`src/rtl/led_panel_pkg.sv`:
```
// Shared sizing, types and constants for the LED panel receiver.
package led_panel_pkg;

  localparam int COLS_DEF     = 32;
  localparam int ROWS_DEF     = 16;
  localparam int ROW_BITS_DEF = $clog2(ROWS_DEF);
  localparam int COL_BITS_DEF = $clog2(COLS_DEF);
  // Bit counter must reach COLS+1 so an over-length row stays distinguishable.
  localparam int CNT_BITS_DEF = $clog2(COLS_DEF + 2);

  // Synchronizer depth shared by strobes and data so both stay aligned.
  localparam int SYNC_STAGES  = 2;

  typedef logic [2:0] rgb_t;

  function automatic rgb_t pack_rgb(input logic r, input logic g, input logic b);
    return {r, g, b};
  endfunction

endpackage

```
`src/rtl/led_panel_rx_edge.sv`:
```
// Multi-bit synchronizer with optional rising-edge detection.
// EDGE=1: ev_o is a one-cycle rise pulse per bit; EDGE=0: ev_o is the synced level.
module led_panel_rx_edge
  import led_panel_pkg::*;
#(
  parameter int W    = 1,
  parameter bit EDGE = 1'b1
) (
  input  logic         clk,
  input  logic         reset,
  input  logic [W-1:0] d_i,
  output logic [W-1:0] ev_o
);

  logic [W-1:0] sync_q [SYNC_STAGES];

  // Synchronizer chain; every lane passes through the same number of flops.
  always_ff @(posedge clk) begin
    if (reset) begin
      for (int i = 0; i < SYNC_STAGES; i++) sync_q[i] <= '0;
    end else begin
      sync_q[0] <= d_i;
      for (int i = 1; i < SYNC_STAGES; i++) sync_q[i] <= sync_q[i-1];
    end
  end

  if (EDGE) begin : g_edge
    logic [W-1:0] dly_q;

    // Extra stage holding the previous synced value for rise detection.
    always_ff @(posedge clk) begin
      if (reset) dly_q <= '0;
      else       dly_q <= sync_q[SYNC_STAGES-1];
    end

    assign ev_o = sync_q[SYNC_STAGES-1] & ~dly_q;
  end else begin : g_level
    assign ev_o = sync_q[SYNC_STAGES-1];
  end

endmodule

```
`src/rtl/led_panel_rx.sv`:
```
// Panel-side receiver: oversamples the serial LED panel bus, models the
// column shift registers and row counter, and captures latched rows into a
// readable frame buffer while flagging protocol errors.
module led_panel_rx
  import led_panel_pkg::*;
#(
  parameter int COLS     = COLS_DEF,
  parameter int ROWS     = ROWS_DEF,
  parameter int ROW_BITS = ROW_BITS_DEF,
  parameter int COL_BITS = COL_BITS_DEF,
  parameter int CNT_BITS = CNT_BITS_DEF
) (
  input  logic                clk,
  input  logic                reset,
  input  logic                red_in,
  input  logic                green_in,
  input  logic                blue_in,
  input  logic                sclk_in,
  input  logic                latch_in,
  input  logic                blank_in,
  input  logic                aclk_in,
  input  logic                arst_in,
  input  logic [ROW_BITS-1:0] rd_row,
  input  logic [COL_BITS-1:0] rd_col,
  output logic [2:0]          rd_rgb,
  output logic                row_valid,
  output logic [ROW_BITS-1:0] row_idx,
  output logic                frame_done,
  output logic [ROW_BITS-1:0] cur_row,
  output logic                len_err,
  output logic                blank_err,
  input  logic                err_clr
);

  logic [3:0] strb_ev;
  logic [3:0] dat_s;

  led_panel_rx_edge #(.W(4), .EDGE(1'b1)) u_strb (
    .clk   (clk),
    .reset (reset),
    .d_i   ({arst_in, aclk_in, latch_in, sclk_in}),
    .ev_o  (strb_ev)
  );

  led_panel_rx_edge #(.W(4), .EDGE(1'b0)) u_data (
    .clk   (clk),
    .reset (reset),
    .d_i   ({blank_in, red_in, green_in, blue_in}),
    .ev_o  (dat_s)
  );

  logic sclk_rise, latch_rise, aclk_rise, arst_rise;
  logic blank_s, red_s, green_s, blue_s;
  assign {arst_rise, aclk_rise, latch_rise, sclk_rise} = strb_ev;
  assign {blank_s, red_s, green_s, blue_s}             = dat_s;

  logic [COLS-1:0]     sr_r_q, sr_g_q, sr_b_q, sr_r_d, sr_g_d, sr_b_d;
  logic [CNT_BITS-1:0] bit_cnt_q, bit_cnt_d, cnt_shift;
  logic [ROW_BITS-1:0] cur_row_q, cur_row_d, row_idx_q;
  logic                row_valid_q, frame_done_q;
  logic                len_err_q, len_err_d, blank_err_q, blank_err_d;
  logic                row_last;
  rgb_t                rd_rgb_q;
  logic                rd_ok;

  logic [COLS-1:0] fb_r_q [ROWS];
  logic [COLS-1:0] fb_g_q [ROWS];
  logic [COLS-1:0] fb_b_q [ROWS];

  assign row_last = (cur_row_q == ROW_BITS'(ROWS - 1));

  // Next-state for shift registers, bit counter, row counter and error flags.
  always_comb begin
    sr_r_d = sr_r_q;
    sr_g_d = sr_g_q;
    sr_b_d = sr_b_q;
    if (sclk_rise) begin
      sr_r_d = {sr_r_q[COLS-2:0], red_s};
      sr_g_d = {sr_g_q[COLS-2:0], green_s};
      sr_b_d = {sr_b_q[COLS-2:0], blue_s};
    end

    cnt_shift = bit_cnt_q;
    if (sclk_rise && (bit_cnt_q != CNT_BITS'(COLS + 1))) cnt_shift = bit_cnt_q + 1'b1;

    bit_cnt_d = cnt_shift;
    if (latch_rise) bit_cnt_d = sclk_rise ? CNT_BITS'(1) : '0;

    cur_row_d = cur_row_q;
    if (arst_rise)      cur_row_d = '0;
    else if (aclk_rise) cur_row_d = row_last ? '0 : cur_row_q + 1'b1;

    // A new error in the same cycle as a clear must survive.
    len_err_d   = (latch_rise && (cnt_shift != CNT_BITS'(COLS))) | (len_err_q & ~err_clr);
    blank_err_d = (latch_rise && !blank_s) | (blank_err_q & ~err_clr);
  end

  // Control and status registers.
  always_ff @(posedge clk) begin
    if (reset) begin
      sr_r_q       <= '0;
      sr_g_q       <= '0;
      sr_b_q       <= '0;
      bit_cnt_q    <= '0;
      cur_row_q    <= '0;
      row_valid_q  <= 1'b0;
      row_idx_q    <= '0;
      frame_done_q <= 1'b0;
      len_err_q    <= 1'b0;
      blank_err_q  <= 1'b0;
    end else begin
      sr_r_q       <= sr_r_d;
      sr_g_q       <= sr_g_d;
      sr_b_q       <= sr_b_d;
      bit_cnt_q    <= bit_cnt_d;
      cur_row_q    <= cur_row_d;
      row_valid_q  <= latch_rise;
      if (latch_rise) row_idx_q <= cur_row_q;
      frame_done_q <= latch_rise && row_last;
      len_err_q    <= len_err_d;
      blank_err_q  <= blank_err_d;
    end
  end

  // Frame buffer write; captures the shift registers including a same-cycle shift.
  always_ff @(posedge clk) begin
    if (latch_rise) begin
      fb_r_q[cur_row_q] <= sr_r_d;
      fb_g_q[cur_row_q] <= sr_g_d;
      fb_b_q[cur_row_q] <= sr_b_d;
    end
  end

  if (ROWS == (1 << ROW_BITS)) begin : g_rd_full
    assign rd_ok = 1'b1;
  end else begin : g_rd_part
    assign rd_ok = ({1'b0, rd_row} < (ROW_BITS + 1)'(ROWS));
  end

  // Registered readback; a same-cycle write to the row returns the old data.
  always_ff @(posedge clk) begin
    if (reset)      rd_rgb_q <= '0;
    else if (rd_ok) rd_rgb_q <= pack_rgb(fb_r_q[rd_row][rd_col], fb_g_q[rd_row][rd_col],
                                         fb_b_q[rd_row][rd_col]);
    else            rd_rgb_q <= '0;
  end

  assign rd_rgb     = rd_rgb_q;
  assign row_valid  = row_valid_q;
  assign row_idx    = row_idx_q;
  assign frame_done = frame_done_q;
  assign cur_row    = cur_row_q;
  assign len_err    = len_err_q;
  assign blank_err  = blank_err_q;

endmodule

```
`config.mk`:
```
export PLATFORM = sky130hd
export DESIGN_NAME = led_panel_rx
export DESIGN_NICKNAME = d
export VERILOG_FILES = /design/src/rtl/led_panel_pkg.sv /design/src/rtl/led_panel_rx_edge.sv /design/src/rtl/led_panel_rx.sv
export SDC_FILE = /design/constraint.sdc
export NUM_CORES = 2
export LEC_CHECK = 0
export CAP_MARGIN = 40
export CORE_MARGIN = 5
export CORE_UTILIZATION = 60
export CTS_CLUSTER_SIZE = 12
export DETAILED_ROUTE_END_ITERATION = 12
export DONT_BUFFER_PORTS = 1
export GPL_ROUTABILITY_DRIVEN = 0
export PLACE_DENSITY = 0.72
export SYNTH_ARGS = -nofsm -noshare
export SYNTH_HDL_FRONTEND = slang
export SYNTH_SLANG_ARGS = --single-unit
export TNS_END_PERCENT = 10
```
`constraint.sdc`:
```
create_clock -name clk -period 6.9 [get_ports clk]
set_input_delay 1.38 -clock clk [delete_from_list [all_inputs] [get_ports clk]]
set_output_delay 1.38 -clock clk [all_outputs]
set_load 0.03 [all_outputs]
```
==> run_results.csv <==
group,metric,value,unit
final_layout,multi_input_area,14400,µm²
detailed_routing,post_drt_via_cell_ratio,6.67,
clocking,cts_buffers,164,
setup_path,critical_path_peak_fanout,146,
clocking,clock_tree.root_cell,"sky130_fd_sc_hd__clkbuf_16",
grt,grt_overflow_total,0,
yosys,netlist_instances,3319,
place,io_buffers,0,
setup_path,reg2reg_from,"cur_row[3]$_SDFFE_PP0P_",
floorplan,floorplan.core_area,107000,µm²
setup_path,timing.critical_path.arrival,4.96,ns
timing,finClkSkew,0.0288,ns
timing,final.setup.worst_slack,2.56,ns
floorplan,floorplan.initialDensity,0.603,
final_layout,regArea,48900,µm²
timing,worst_slew_margin_rel,0.185,
floorplan,std_cell_rows,120,
place,dpl_cell_area,65600,µm²
timing,finalHoldViolations,0,
floorplan,pin_count,35,
clocking,post_cts_setup_bufs,0,
yosys,yosysWarningCount,0,
power,cellLeakagePower,25.4,nW
yosys,syn_area,64500,µm²
detailed_routing,drt-initial-drc-count,4359,
power,p_per_area,280,nW/µm²
yosys,synth.top_cell.area_share,0.715,
final_layout,fin_area,70700,µm²
setup_path,worst_ep_required_time,7.52,ns
yosys,post_synth_most_frequent_cells,"sky130_fd_sc_hd__edfxtp_1, sky130_fd_sc_hd__nand2_1, sky130_fd_sc_hd__mux4_2",
place,dp_hpwl,76300,µm
yosys,ys_seq_area_frac,0.758,
grt,global_route.usage.total,0.265,
setup_path,setup.worst_path.class,"primary input to flop",
final_layout,layout_cells_sized_above_1,0.178,
yosys,synth.top_cells.by_area,"sky130_fd_sc_hd__edfxtp_1, sky130_fd_sc_hd__mux4_2, sky130_fd_sc_hd__dfxtp_1",
final_layout,nets,3384,
timing,pins_over_their_slew_limit,0,
yosys,synth_top_flop_cell,"sky130_fd_sc_hd__edfxtp_1",
final_layout,num-fill-cells,6824,
grt,grt_pass1_wl,220000,µm
setup_path,critPathLaunch,"rd_row[0]",
place,post-place-ws,2.63,ns
yosys,avgSynthCellArea,19.4,µm²
power,irDropWorstVdd,0.000304,V
detailed_routing,drtPass1Iterations,5,
min_path,min_from,"u_data.sync_q[0][0]$_SDFF_PP0_",
clocking,insertion_delay,0.75,ns
yosys,ys_types,69,
floorplan,horizontal_die_dimension,338,µm
clocking,cts_repair_resize_count,0,
clocking,clk_pin_slew_worst_paths,0.06,ns
final_layout,post_synthesis_to_final_layout_area_growth,9.65,%
yosys,count_of_flip_flops_with_a_built_in_enable_after_synthesis,1536,
yosys,async_reset_ff_frac,0,
detailed_routing,wl_per_cell,30.7,µm
final_layout,post_layout_instance_count_excluding_filler_cells,4895,
outcome,status,"finished clean",
run,max_cap_violations,0,
floorplan,fp.dieH,338,µm
timing,achievable-frequency,230,MHz
detailed_routing,num_vias,32663,
yosys,synth_largest_area_cell,"sky130_fd_sc_hd__edfxtp_1",
place,place_inst,4592,
detailed_routing,antenna_violating_nets_post_route,0,
timing,worst-slew-pin-transition,1.22,ns
final_layout,num_antenna_cells,0,
detailed_routing,postRouteWirelength,150000,µm
timing,totalNegativeSetupSlack,0,ns
grt,antenna_found_initial,1,
grt,first_global_vias,33255,
grt,pin_count_of_the_biggest_net_entering_global_routing,453,
timing,rsz_0062_raised_after_global_routing,"false",
clocking,cts_htree_levels,4,
yosys,flip_flop_and_latch_count_after_synthesis,1673,
setup_path,startpoint_type,"primary input",
setup_path,end_kind,"flop",
floorplan,fp.dieArea,114000,µm²
timing,setup_viol_count_final,0,
timing,finalCriticalPeriod,4.34,ns
clocking,tritoncts,"done",
clocking,clkSinkCount,1673,
clocking,cts.hold.buffers_added,0,
clocking,clock_tree.buffer_depth,3,
detailed_routing,drc,0,
timing,layout_worst_path_cycle_share,0.630,
min_path,hp-class,"flop to flop",
yosys,synth.most_common_cell,"sky130_fd_sc_hd__edfxtp_1",
yosys,postSynthNetCount,3345,
timing,finalHoldWorstSlack,0.440,ns
-- placed cells by master (no fill, tap or decap), drive strengths merged, types with 16 or more instances in the layout --
master | Yosys | layout
and2 | 23 | 23
nand2 | 338 | 338
inv | 13 | 16
mux2i | 159 | 159
a22oi | 38 | 38
o21ai | 29 | 29
buf | 107 | 55
edfxtp | 1536 | 1536
clkbuf | 76 | 289
nor2 | 50 | 50
mux2 | 20 | 20
o221ai | 57 | 57
a21oi | 65 | 65
dfxtp | 137 | 137
mux4 | 322 | 322
nor3 | 25 | 25
o22ai | 40 | 40
nor2b | 130 | 130
-- sequential cells by signal (all words and copies together), names as in the netlist --
name / count
bit_cnt_q: 6
row_idx: 4
frame_done: 1
len_err: 1
u_strb.g_edge.dly_q: 4
fb_g_q: 512
u_strb.sync_q: 8
sr_b_q: 32
sr_r_q: 32
fb_b_q: 512
fb_r_q: 512
rd_rgb: 3
sr_g_q: 32
row_valid: 1
u_data.sync_q: 8
blank_err: 1
cur_row: 4
-- kinds of logic after synthesis --
group           Yosys count  share of synthesized area
fa+ha+maj                 6                    0.00116
buf+inv                 197                     0.0195
xor+xnor                  6                   0.000815
flops                  1673                      0.758
simple gates            627                     0.0455
compound gates          309                     0.0342
mux                     501                      0.141
-- layout make-up --
cell class | instances | area share
well taps | 1403 | 0.0248
clock inverters | 11 | 0.00119
clock buffers | 289 | 0.0694
flip-flops and latches | 1673 | 0.691
repair buffers | 56 | 0.00876
inverters | 14 | 0.000743
multi-input cells | 1449 | 0.204
-- where the power goes --
part	total [mW]	internal, mW	leakage (nW)	switching (mW)
clock	8.35	4.82	2.40	3.53
combinational	0.469	0.202	5.40	0.267
sequential	11.0	10.9	17.6	0.0216
-- critical path, stage by stage --
cell	delay, ns
sky130_fd_sc_hd__buf_16	0.53
sky130_fd_sc_hd__buf_16	0.65
sky130_fd_sc_hd__mux4_2	0.61
sky130_fd_sc_hd__a22o_1	0.24
sky130_fd_sc_hd__a221oi_1	0.39
sky130_fd_sc_hd__o22ai_1	0.20
sky130_fd_sc_hd__a311o_1	0.37
sky130_fd_sc_hd__a22oi_1	0.19
sky130_fd_sc_hd__o221ai_1	0.15
-- routing by layer --
metal  up-vias  GRT usage  wire length [µm]
li1      13475          -                 -
met1     17035      0.383             57000
met2      1873      0.423             73000
met3       280     0.0545             16100
met4         0     0.0768              3990
met5         -          0                 0
-- per-stage QoR --
stage	total power, mW	utilization
after floorplan	11.6	-
after global placement	11.6	0.612
after detailed placement	11.6	0.614
after CTS	19.8	0.661
after global routing	20.3	0.661
final	19.8	0.661
-- worst paths after layout --
check | end | slack [ns] | cells past startpoint
min reg2reg | u_data.sync_q[0][4]$_SDFF_PP0_ | 0.44 | 1
min | u_data.sync_q[0][4]$_SDFF_PP0_ | 0.44 | 1
max | rd_rgb[0]$_SDFF_PP0_ | 2.56 | 9
max reg2reg | fb_b_q[10][3]$_DFFE_PP_ | 3.66 | 3
Power figures use the tool's default switching activity.
